## config.mk

```make
export PLATFORM = sky130hd
export DESIGN_NAME = isc_issue_ctrl
export DESIGN_NICKNAME = d
export VERILOG_FILES = /design/src/rtl/isc_issue_ctrl.sv
export SDC_FILE = /design/constraint.sdc
export NUM_CORES = 1
export LEC_CHECK = 0
export ABC_AREA = 1
export BUFFER_PORTS_ARGS = -buffer_cell sky130_fd_sc_hd__buf_4
export CORE_MARGIN = 4
export CORE_UTILIZATION = 63
export CTS_CLUSTER_SIZE = 16
export DETAILED_ROUTE_END_ITERATION = 10
export GPL_ROUTABILITY_DRIVEN = 0
export PLACE_DENSITY = 0.87
export SYNTH_ARGS = -nofsm -noshare
export SYNTH_HDL_FRONTEND = slang
export SYNTH_HIERARCHICAL = 1
export SYNTH_SLANG_ARGS = --single-unit
```

## constraint.sdc

```tcl
create_clock -name clk -period 3.9 [get_ports clk]
set_input_delay 0.585 -clock clk [delete_from_list [all_inputs] [get_ports clk]]
set_output_delay 0.585 -clock clk [all_outputs]
set_load 0.02 [all_outputs]
```

## src/rtl/isc_issue_ctrl.sv

```systemverilog
// Issue controller: RID scoreboard with RAW/WAW stall, single registered
// output stage shared by ARITH/MEM/PBS, per-unit credit counters, and a
// SYNC drain barrier.

// Outstanding-instruction counter for one execution unit.
module isc_cred_cnt (
  input  logic       clk,
  input  logic       s_rst,
  input  logic       inc_i,
  input  logic       dec_i,
  output logic [3:0] cnt_o,
  output logic       err_o
);
  logic [3:0] cnt_q, cnt_d;

  // +1 on issue handshake, -1 on ack, both together cancel; ack at 0 holds 0.
  always_comb begin
    cnt_d = cnt_q;
    if (inc_i && !dec_i)                        cnt_d = cnt_q + 4'd1;
    else if (dec_i && !inc_i && cnt_q != 4'd0)  cnt_d = cnt_q - 4'd1;
  end

  // Counter register.
  always_ff @(posedge clk) begin
    if (s_rst) cnt_q <= 4'd0;
    else       cnt_q <= cnt_d;
  end

  assign cnt_o = cnt_q;
  assign err_o = dec_i && (cnt_q == 4'd0);
endmodule

module isc_issue_ctrl #(
  parameter int RID_NB   = 64,
  parameter int RID_W    = $clog2(RID_NB),
  parameter int CID_W    = 16,
  parameter int CRED_MAX = 8
) (
  input  logic             clk,
  input  logic             s_rst,
  input  logic             in_vld,
  output logic             in_rdy,
  input  logic [2:0]       in_kind,
  input  logic [RID_W-1:0] in_dst_rid,
  input  logic [RID_W-1:0] in_dst_mask,
  input  logic [CID_W-1:0] in_cid,
  input  logic             in_srca_vld,
  input  logic [RID_W-1:0] in_srca_rid,
  input  logic             in_srcb_vld,
  input  logic [RID_W-1:0] in_srcb_rid,
  input  logic             in_flush,
  output logic             arith_vld,
  output logic             mem_vld,
  output logic             pbs_vld,
  input  logic             arith_rdy,
  input  logic             mem_rdy,
  input  logic             pbs_rdy,
  output logic [2:0]       out_kind,
  output logic [RID_W-1:0] out_dst_rid,
  output logic [RID_W-1:0] out_dst_mask,
  output logic [CID_W-1:0] out_cid,
  output logic [RID_W-1:0] out_srca_rid,
  output logic [RID_W-1:0] out_srcb_rid,
  output logic             out_flush,
  input  logic             arith_ack,
  input  logic             mem_ack,
  input  logic             pbs_ack,
  input  logic [RID_W-1:0] arith_ack_rid,
  input  logic [RID_W-1:0] mem_ack_rid,
  input  logic [RID_W-1:0] pbs_ack_rid,
  input  logic [RID_W-1:0] arith_ack_mask,
  input  logic [RID_W-1:0] mem_ack_mask,
  input  logic [RID_W-1:0] pbs_ack_mask,
  input  logic             mem_ack_st,
  output logic             sync_done,
  output logic             err_ack
);
  localparam logic [2:0] K_ARITH = 3'd0, K_SYNC = 3'd1, K_LD = 3'd2,
                         K_ST = 3'd3, K_PBS = 3'd4;
  localparam int NU = 3;  // unit index: 0 ARITH, 1 MEM, 2 PBS

  typedef enum logic [0:0] {ST_RUN, ST_DRAIN} state_t;

  // Every r with (r & mask) == (rid & mask).
  function automatic logic [RID_NB-1:0] dst_set(input logic [RID_W-1:0] rid,
                                                input logic [RID_W-1:0] mask);
    logic [RID_NB-1:0] s;
    for (int r = 0; r < RID_NB; r++)
      s[r] = ((RID_W'(r) & mask) == (rid & mask));
    return s;
  endfunction

  state_t               state_q, state_d;
  logic [RID_NB-1:0]    busy_q, busy_d, set_v, clr_v, dset;
  logic                 out_vld_q;
  logic [NU-1:0]        out_unit_q, tgt, hs_vec, occ_vec, cred_ok_vec, err_vec;
  logic [NU-1:0][3:0]   cred;
  logic                 err_q;
  logic                 is_ld, is_st, is_wr, is_issue, hazard, cred_ok, stage_free;
  logic                 hs, acc, iss;

  // Decode the presented instruction and evaluate hazards / resources.
  always_comb begin
    is_ld      = (in_kind == K_LD);
    is_st      = (in_kind == K_ST);
    is_wr      = (in_kind == K_ARITH) || is_ld || (in_kind == K_PBS);
    tgt        = {in_kind == K_PBS, is_ld || is_st, in_kind == K_ARITH};
    is_issue   = |tgt;
    dset       = dst_set(in_dst_rid, in_dst_mask);
    // MEM_LD's srca is a memory operand, ordered by the PEM queue itself.
    hazard     = (in_srca_vld && !is_ld && busy_q[in_srca_rid])
               | (in_srcb_vld && busy_q[in_srcb_rid])
               | (is_wr && |(busy_q & dset));
    hs_vec     = {pbs_rdy, mem_rdy, arith_rdy} & out_unit_q & {NU{out_vld_q}};
    occ_vec    = out_unit_q & {NU{out_vld_q}};
    hs         = |hs_vec;
    // An instruction parked in the output stage already owns a credit slot.
    for (int u = 0; u < NU; u++)
      cred_ok_vec[u] = ({1'b0, cred[u]} + {4'b0, occ_vec[u]}) < 5'(CRED_MAX);
    cred_ok    = |(tgt & cred_ok_vec);
    stage_free = !out_vld_q || hs;
  end

  // FSM next-state and handshake outputs.
  always_comb begin
    state_d   = state_q;
    in_rdy    = 1'b0;
    sync_done = 1'b0;
    case (state_q)
      ST_RUN: begin
        in_rdy = is_issue ? (!hazard && cred_ok && stage_free) : 1'b1;
        if (in_vld && in_rdy && in_kind == K_SYNC) state_d = ST_DRAIN;
      end
      ST_DRAIN: begin
        if (busy_q == '0 && cred == '0 && !out_vld_q) begin
          sync_done = !s_rst;
          state_d   = ST_RUN;
        end
      end
      default: state_d = ST_RUN;
    endcase
  end

  assign acc = in_vld && in_rdy;
  assign iss = acc && is_issue;

  // Scoreboard: set on accepted writers, clear on acks from any unit.
  always_comb begin
    set_v  = (iss && is_wr) ? dset : '0;
    clr_v  = (arith_ack ? dst_set(arith_ack_rid, arith_ack_mask) : '0)
           | ((mem_ack && !mem_ack_st) ? dst_set(mem_ack_rid, mem_ack_mask) : '0)
           | (pbs_ack ? dst_set(pbs_ack_rid, pbs_ack_mask) : '0);
    busy_d = (busy_q & ~clr_v) | set_v;
  end

  // State, scoreboard and sticky error registers.
  always_ff @(posedge clk) begin
    if (s_rst) begin
      state_q <= ST_RUN;
      busy_q  <= '0;
      err_q   <= 1'b0;
    end else begin
      state_q <= state_d;
      busy_q  <= busy_d;
      err_q   <= err_q | (|err_vec);
    end
  end

  // Output stage: load on issue, hold until the selected unit takes it.
  always_ff @(posedge clk) begin
    if (s_rst) begin
      out_vld_q    <= 1'b0;
      out_unit_q   <= '0;
      out_kind     <= '0;
      out_dst_rid  <= '0;
      out_dst_mask <= '0;
      out_cid      <= '0;
      out_srca_rid <= '0;
      out_srcb_rid <= '0;
      out_flush    <= 1'b0;
    end else if (iss) begin
      out_vld_q    <= 1'b1;
      out_unit_q   <= tgt;
      out_kind     <= in_kind;
      out_dst_rid  <= in_dst_rid;
      out_dst_mask <= in_dst_mask;
      out_cid      <= in_cid;
      out_srca_rid <= in_srca_rid;
      out_srcb_rid <= in_srcb_rid;
      out_flush    <= in_flush;
    end else if (hs) begin
      out_vld_q    <= 1'b0;
    end
  end

  for (genvar g = 0; g < NU; g++) begin : g_cred
    logic ack_g;
    assign ack_g = (g == 0) ? arith_ack : (g == 1) ? mem_ack : pbs_ack;
    isc_cred_cnt u_cred (
      .clk   (clk),
      .s_rst (s_rst),
      .inc_i (hs_vec[g]),
      .dec_i (ack_g),
      .cnt_o (cred[g]),
      .err_o (err_vec[g])
    );
  end

  assign arith_vld = occ_vec[0];
  assign mem_vld   = occ_vec[1];
  assign pbs_vld   = occ_vec[2];
  assign err_ack   = err_q;
endmodule

```

; Word-level counts from Yosys, hierarchy flattened
; Index checks and enable logic that the tools add are counted.
[classes]
addsub = 9
mul = 0
n_div = 0
magnitude_cmp = 5
eq_ne = 256
shifts = 0
n_mux = 23
bitwise = 18
n_reduce_logical = 63
[ops]
columns = operator, count
row1 = $eq 6x6->1, 128
row2 = $eq 5x6->1, 64
row3 = $mux 64, 4
row4 = $eq 4x6->1, 32
row5 = $or 64x64->64, 3
row6 = $and 64x64->64, 2
row7 = $eq 3x6->1, 16
row8 = $logic_not 64->1, 1
row9 = $not 64->64, 1
row10 = $reduce_or 64->1, 1
row11 = $eq 2x6->1, 8
row12 = $logic_and 1x1->1, 26
row13 = $and 6x6->6, 4
row14 = $eq 1x6->1, 4
row15 = $logic_not 6->1, 4
row16 = $mux 4, 6
row17 = $add 4x1->5, 3
row18 = $lt 5x4->1 const B, 3
row19 = $lt 6x7->1 const B, 2
row20 = $add 4x1->4 const B, 3
row21 = $and 3x3->3, 4
row22 = $bmux 1 s6, 2
row23 = $logic_not 12->1, 1
row24 = $logic_not 4->1, 3
row25 = 14 further kinds, 49
[word_totals]
register_bits = 126
latchBits = 0
ramBits = 0
romBits = 0
input_bits = 92
output_inout_bits = 50
wordCells = 389
memories = 0

; Depth between registers and ports, before layout
[logic_depth]
word_depth = 16
mapped_depth = 19
mapped_depth_nobuf = 17

; Hierarchy
; The synthesis kept the hierarchy.
[modules_own_cells]
columns = module, instances, cells_per_inst, area_per_inst_um2, seq_area_each_um2
row1 = isc_issue_ctrl, 1, 1444, 8092.8, 2282.2
row2 = isc_cred_cnt, 3, 48, 322.8, 80.1

; Least setup slack after synthesis
; No wires, ideal clock.
[synth_timing]
path_kind = flip-flop to output port
from = register busy_q[8]
to = output port sync_done
arrival_ns = 2.242
required_ns = 3.315
path_slack_ns = 1.073
stages_incl_launch_ff = 7
n_path_buf = 0
path_cell_list = dfxtp_1 -> or4_1 -> or3b_2 -> nor4_1 -> nand4_1 -> or2_2 -> nor3_1
[synth_via]
elab_chain_len = 5
[synth_lines]
columns = element, line_no
row1 = start: declaration, 94  ; logic [RID_NB-1:0] busy_q, busy_d, set_v, clr_v, dset;
row2 = start signal: assignment, 164  ; busy_q <= busy_d;
row3 = $logic_not 64->1, 135  ; if (busy_q == '0 && cred == '0 && !out_vld_q) begin
row4 = $logic_and 1x1->1 (2 in series), 135
row5 = $mux 1, 135
row6 = $mux 1, 129  ; case (state_q)
row7 = end: declaration, 75  ; output logic sync_done,
; Every way passes these cells.

; Worst setup path after layout
; Ends and elaborated chain as after synthesis.

==> reports/summary.md <==
The run finished with clean final reports. The signal on the critical path passes through or4_1 -> or3b_2 -> nor4_1 -> buf_4 -> nand4_1 -> or2_2 -> nor3_1 -> buf_4. The count of buffers inserted at the top-level ports is 141. The tools report the signal arrival time at the worst endpoint as 3.21 ns. Most instantiated flip-flop cell in the synthesis netlist: sky130_fd_sc_hd__dfxtp_1. The clock tree synthesis step divided the H-tree into 4 levels.

For the pin with the worst max-slew slack, the measured transition is 0.8832 ns. By count the netlist is led by sky130_fd_sc_hd__nand2_1 (552), sky130_fd_sc_hd__nor2_1 (208), sky130_fd_sc_hd__nand3_1 (175), sky130_fd_sc_hd__a21oi_1 (148), sky130_fd_sc_hd__dfxtp_1 (126). The path class of the tightest hold or removal check is in -> reg. Setup total negative slack on the finished layout was measured at 0 ns.

In the global route stage, met2 resource usage came out at 60.57%. In this run the critical register-to-register path is launched from busy_q[7]. The switching portion of total power works out to 36.26%. The die covers 16370 sq um.

The tools report the total net switching power as 1.640 mW. The tools report the via count of the first global-routing pass as 10610. Sorting the synthesized cells by area gives the leading types as sky130_fd_sc_hd__dfxtp_1 (28%), sky130_fd_sc_hd__nand2_1 (23%), sky130_fd_sc_hd__nand3_1 (9.7%). For the worst flop-to-flop path, the logic depth is 16. The tool flagged a number of max-cap violations equal to 0.

The cell count after placement was 1862; the combinational cell fraction of total power was 30.0%. Between clock sinks in the finished design, the worst skew comes to 0.01038 ns. Worst stage delay on the critical path: 0.57 ns. Leading cell type by number of instances after synthesis: sky130_fd_sc_hd__nand2_1. The core region is 13990 sq um. The first routing iteration left 2352 violations.

The final number of setup-violating endpoints was 0; the area share of the leading cell type in the synthesized netlist was 27.84%. The first-pass GRT wire length was 54.09 mm; the worst ir drop on vdd was 393.1 uV. The worst-skew pair later-pin latency was 0.43 ns. Post-CTS timing repair inserted 0 buffers for setup.

Detail-routed via count per cell: 6.293. For the number of hold violations in the final report, the log shows 0. After routing the design area is 10850 sq um. The worst hold slack is 0.4108 ns.

For the worst setup path, the data required time is 3.31 ns. The number of cell rows was 43. The tools report the nature of the critical path endpoint as an output port.

Counting stages on the worst path, the most repeated cell is sky130_fd_sc_hd__buf_4. The initial core utilization came out at 64.78%. STA classifies the critical path startpoint as a register. The total power per unit cell area was 417.1 nW/um^2; the highest net fanout along the worst path was 5.

Global routing consumed, on the met1 layer, 53.44% of the routing resources. From bottom edge to top edge, the die measures 127.9 um. The number of unique standard cell types used by synthesis is 39, and the internal power consumption is 2.883 mW.

Summed over all layers, the global routing overflow is 0. The detailed-router iteration count before antenna repair is 9. The biggest area contributor in the post-synthesis netlist is sky130_fd_sc_hd__dfxtp_1.

For the number of remaining DRC errors, the log shows 0. The completed layout was analyzed and its total power is 4.524 mW. The cell sitting at the root of the clock tree is a sky130_fd_sc_hd__clkbuf_16.

The synthesized net count is 1689, and the setup slack on the worst flop-to-flop path is 0.97 ns. Routing layer with the top usage in global route: met2. The tools report the pin count of the biggest net entering global routing as 68. The final max-slew violation count is 0, and the number of diodes is 0. The netlist area before placement is 9061 sq um, and the area growth from synthesis to layout is 19.69%. The sequential power share came out at 33.3%. Number of cells traversed by the worst hold path: 3. Setup repair after global routing left no endpoint under its margin. The maximum count of clock buffers along a single path is 2.

Synthesis inferred 126 register bits. The final layout contains routed wiring with a total length of 34.80 mm. The run gives 6 as the count of warnings emitted by yosys. The worst pin sits at a relative slew slack of 40.98%. The ratio of cells with drive above 1 in the final layout came out at 12.78%. The endpoint of the worst hold-timing path is out_flush. For the placed wire-length estimate, the log shows 24.47 mm. Timing would allow up to 263.5 MHz.

The count of nets left with antenna violations once routing finished came out at 0. The share of synthesized registers carrying an async set or reset is 0%. Dividing the final minimum period by the clock period gives 97.30%. The final layout contains 1802 nets.

The worst path in the final design needs a cycle of 3.795 ns, including I/O delays and setup. The initial antenna violation count came out at 0. In this run the count of I/O pins placed on the die edge is 142. In this run the horizontal extent of the chip is 127.9 um. The logs give 16.83% for the routing usage on met3 and 17 for the total clock buffers created by CTS. Yosys mapped a number of flops with a built-in enable equal to 0. In this run the static leakage power is 4.699 nW. The run gives 27.84% as the sequential share of the synthesized area. For this block, the via count after detailed routing is 11920. Number of instances in the synthesized netlist: 1588.

The source of the worst hold timing path is in_flush. Critical-path cell with the highest stage delay: sky130_fd_sc_hd__or4_1. The worst setup path is of the reg -> out kind. After detailed placement, the total cell area comes to 10230 sq um. TritonCTS built the clock tree. The global router's overall resource usage came out at 41.37%. The worst register-to-register path ends at out_unit_q[1]. The clock drives 126 sinks.

After clock tree synthesis, the clock-pin slew on the worst setup and hold paths is 0.06 ns. The final routed wire length divided by cell count works out to 18.37 um. After clock tree synthesis, the flow added hold-fix buffers numbering 0. Once layout is complete, the cells apart from fillers number 1894.

The average cell area after synthesis was 5.706 sq um; the total of cells resized after clock tree synthesis was 0. The run gives 36.7% as the clock network fraction of total power.
power groups by stage:
stage               logic (mW)  registers (mW)  clock network, mW
floorplan                0.909            1.52                  0
global placement          1.26            1.53                  0
detailed placement        1.30            1.53                  0
CTS                       1.31            1.50               1.65
global route              1.49            1.52               1.72
finish                    1.36            1.51               1.66
area by class of cell:
class	count	area [sq um]
tap	180	225.2
clock buffer	17	425.4
multi-input combinational	1274	5781
fill	1156	3143
clock inverter	15	188.9
inverter	117	439.2
timing repair buffer	165	1264
sequential	126	2522
how the worst max path moves through the flow:
stage | to | from | cells past startpoint
global placement | out_kind[1] | in_srca_rid[0] | 19
floorplan | sync_done | busy_q[8] | 6
CTS | sync_done | busy_q[8] | 8
global route | sync_done | busy_q[8] | 8
finish | sync_done | busy_q[8] | 8
detailed placement | out_unit_q[1] | in_srca_rid[0] | 19
critical path, delay by kind of cell, from the launching register on:
family                 cells  cell delay, ns
and+or+nand+nor            6            2.00
buffers and inverters      2            0.41
DFF                        1            0.38
flip-flops by register name (all words and copies together), names as in the netlist:
signal and count:
out_dst_rid 6, out_cid 16, busy_q 64, out_flush 1
out_dst_mask 6, out_vld_q 1, out_unit_q 3, out_kind 3
g_cred.u_cred/cnt_o 12, out_srca_rid 6, state_q 1, err_ack 1
out_srcb_rid 6
kinds of logic (layout without fill, tap and decap cells):
logic type | after synthesis | count (layout) | share of synthesized area (%)
AO/OA/AOI/OAI | 229 | 229 | 13.62
adder cells (fa/ha/maj) | 9 | 9 | 1.491
XOR/XNOR | 3 | 3 | 0.2900
buffers and inverters | 188 | 314 | 8.368
flip-flops | 126 | 126 | 27.84
AND/OR/NAND/NOR | 1033 | 1033 | 48.40
placed cells by master (no fill, tap or decap), types with 6 or more instances in the layout:
cell	n
sky130_fd_sc_hd__buf_4	163
sky130_fd_sc_hd__a21oi_1	148
sky130_fd_sc_hd__nor4_1	20
sky130_fd_sc_hd__nor2_1	208
sky130_fd_sc_hd__clkbuf_16	17
sky130_fd_sc_hd__nand2_1	552
sky130_fd_sc_hd__o21ai_0	33
sky130_fd_sc_hd__nand4_1	53
sky130_fd_sc_hd__dfxtp_1	126
sky130_fd_sc_hd__ha_1	6
sky130_fd_sc_hd__nand2_4	6
sky130_fd_sc_hd__nand3_1	175
sky130_fd_sc_hd__o22ai_1	24
sky130_fd_sc_hd__inv_1	113
per-layer routing:
metal,vias up,part of all wire [%]
met5,-,0.060
li1,5453,-
met2,1048,42
met3,242,17
met4,2,5.7
met1,5173,36
metrics by stage:
stage | utilization [%] | worst slack (ns)
floorplan | - | 1.073
global placement | 73.14 | 0.3849
detailed placement | 73.14 | 0.2910
CTS | 77.53 | 0.1866
global route | 77.53 | 0.04726
finish | 77.53 | 0.1052
Note: power is estimated with default switching activity, not from simulation.
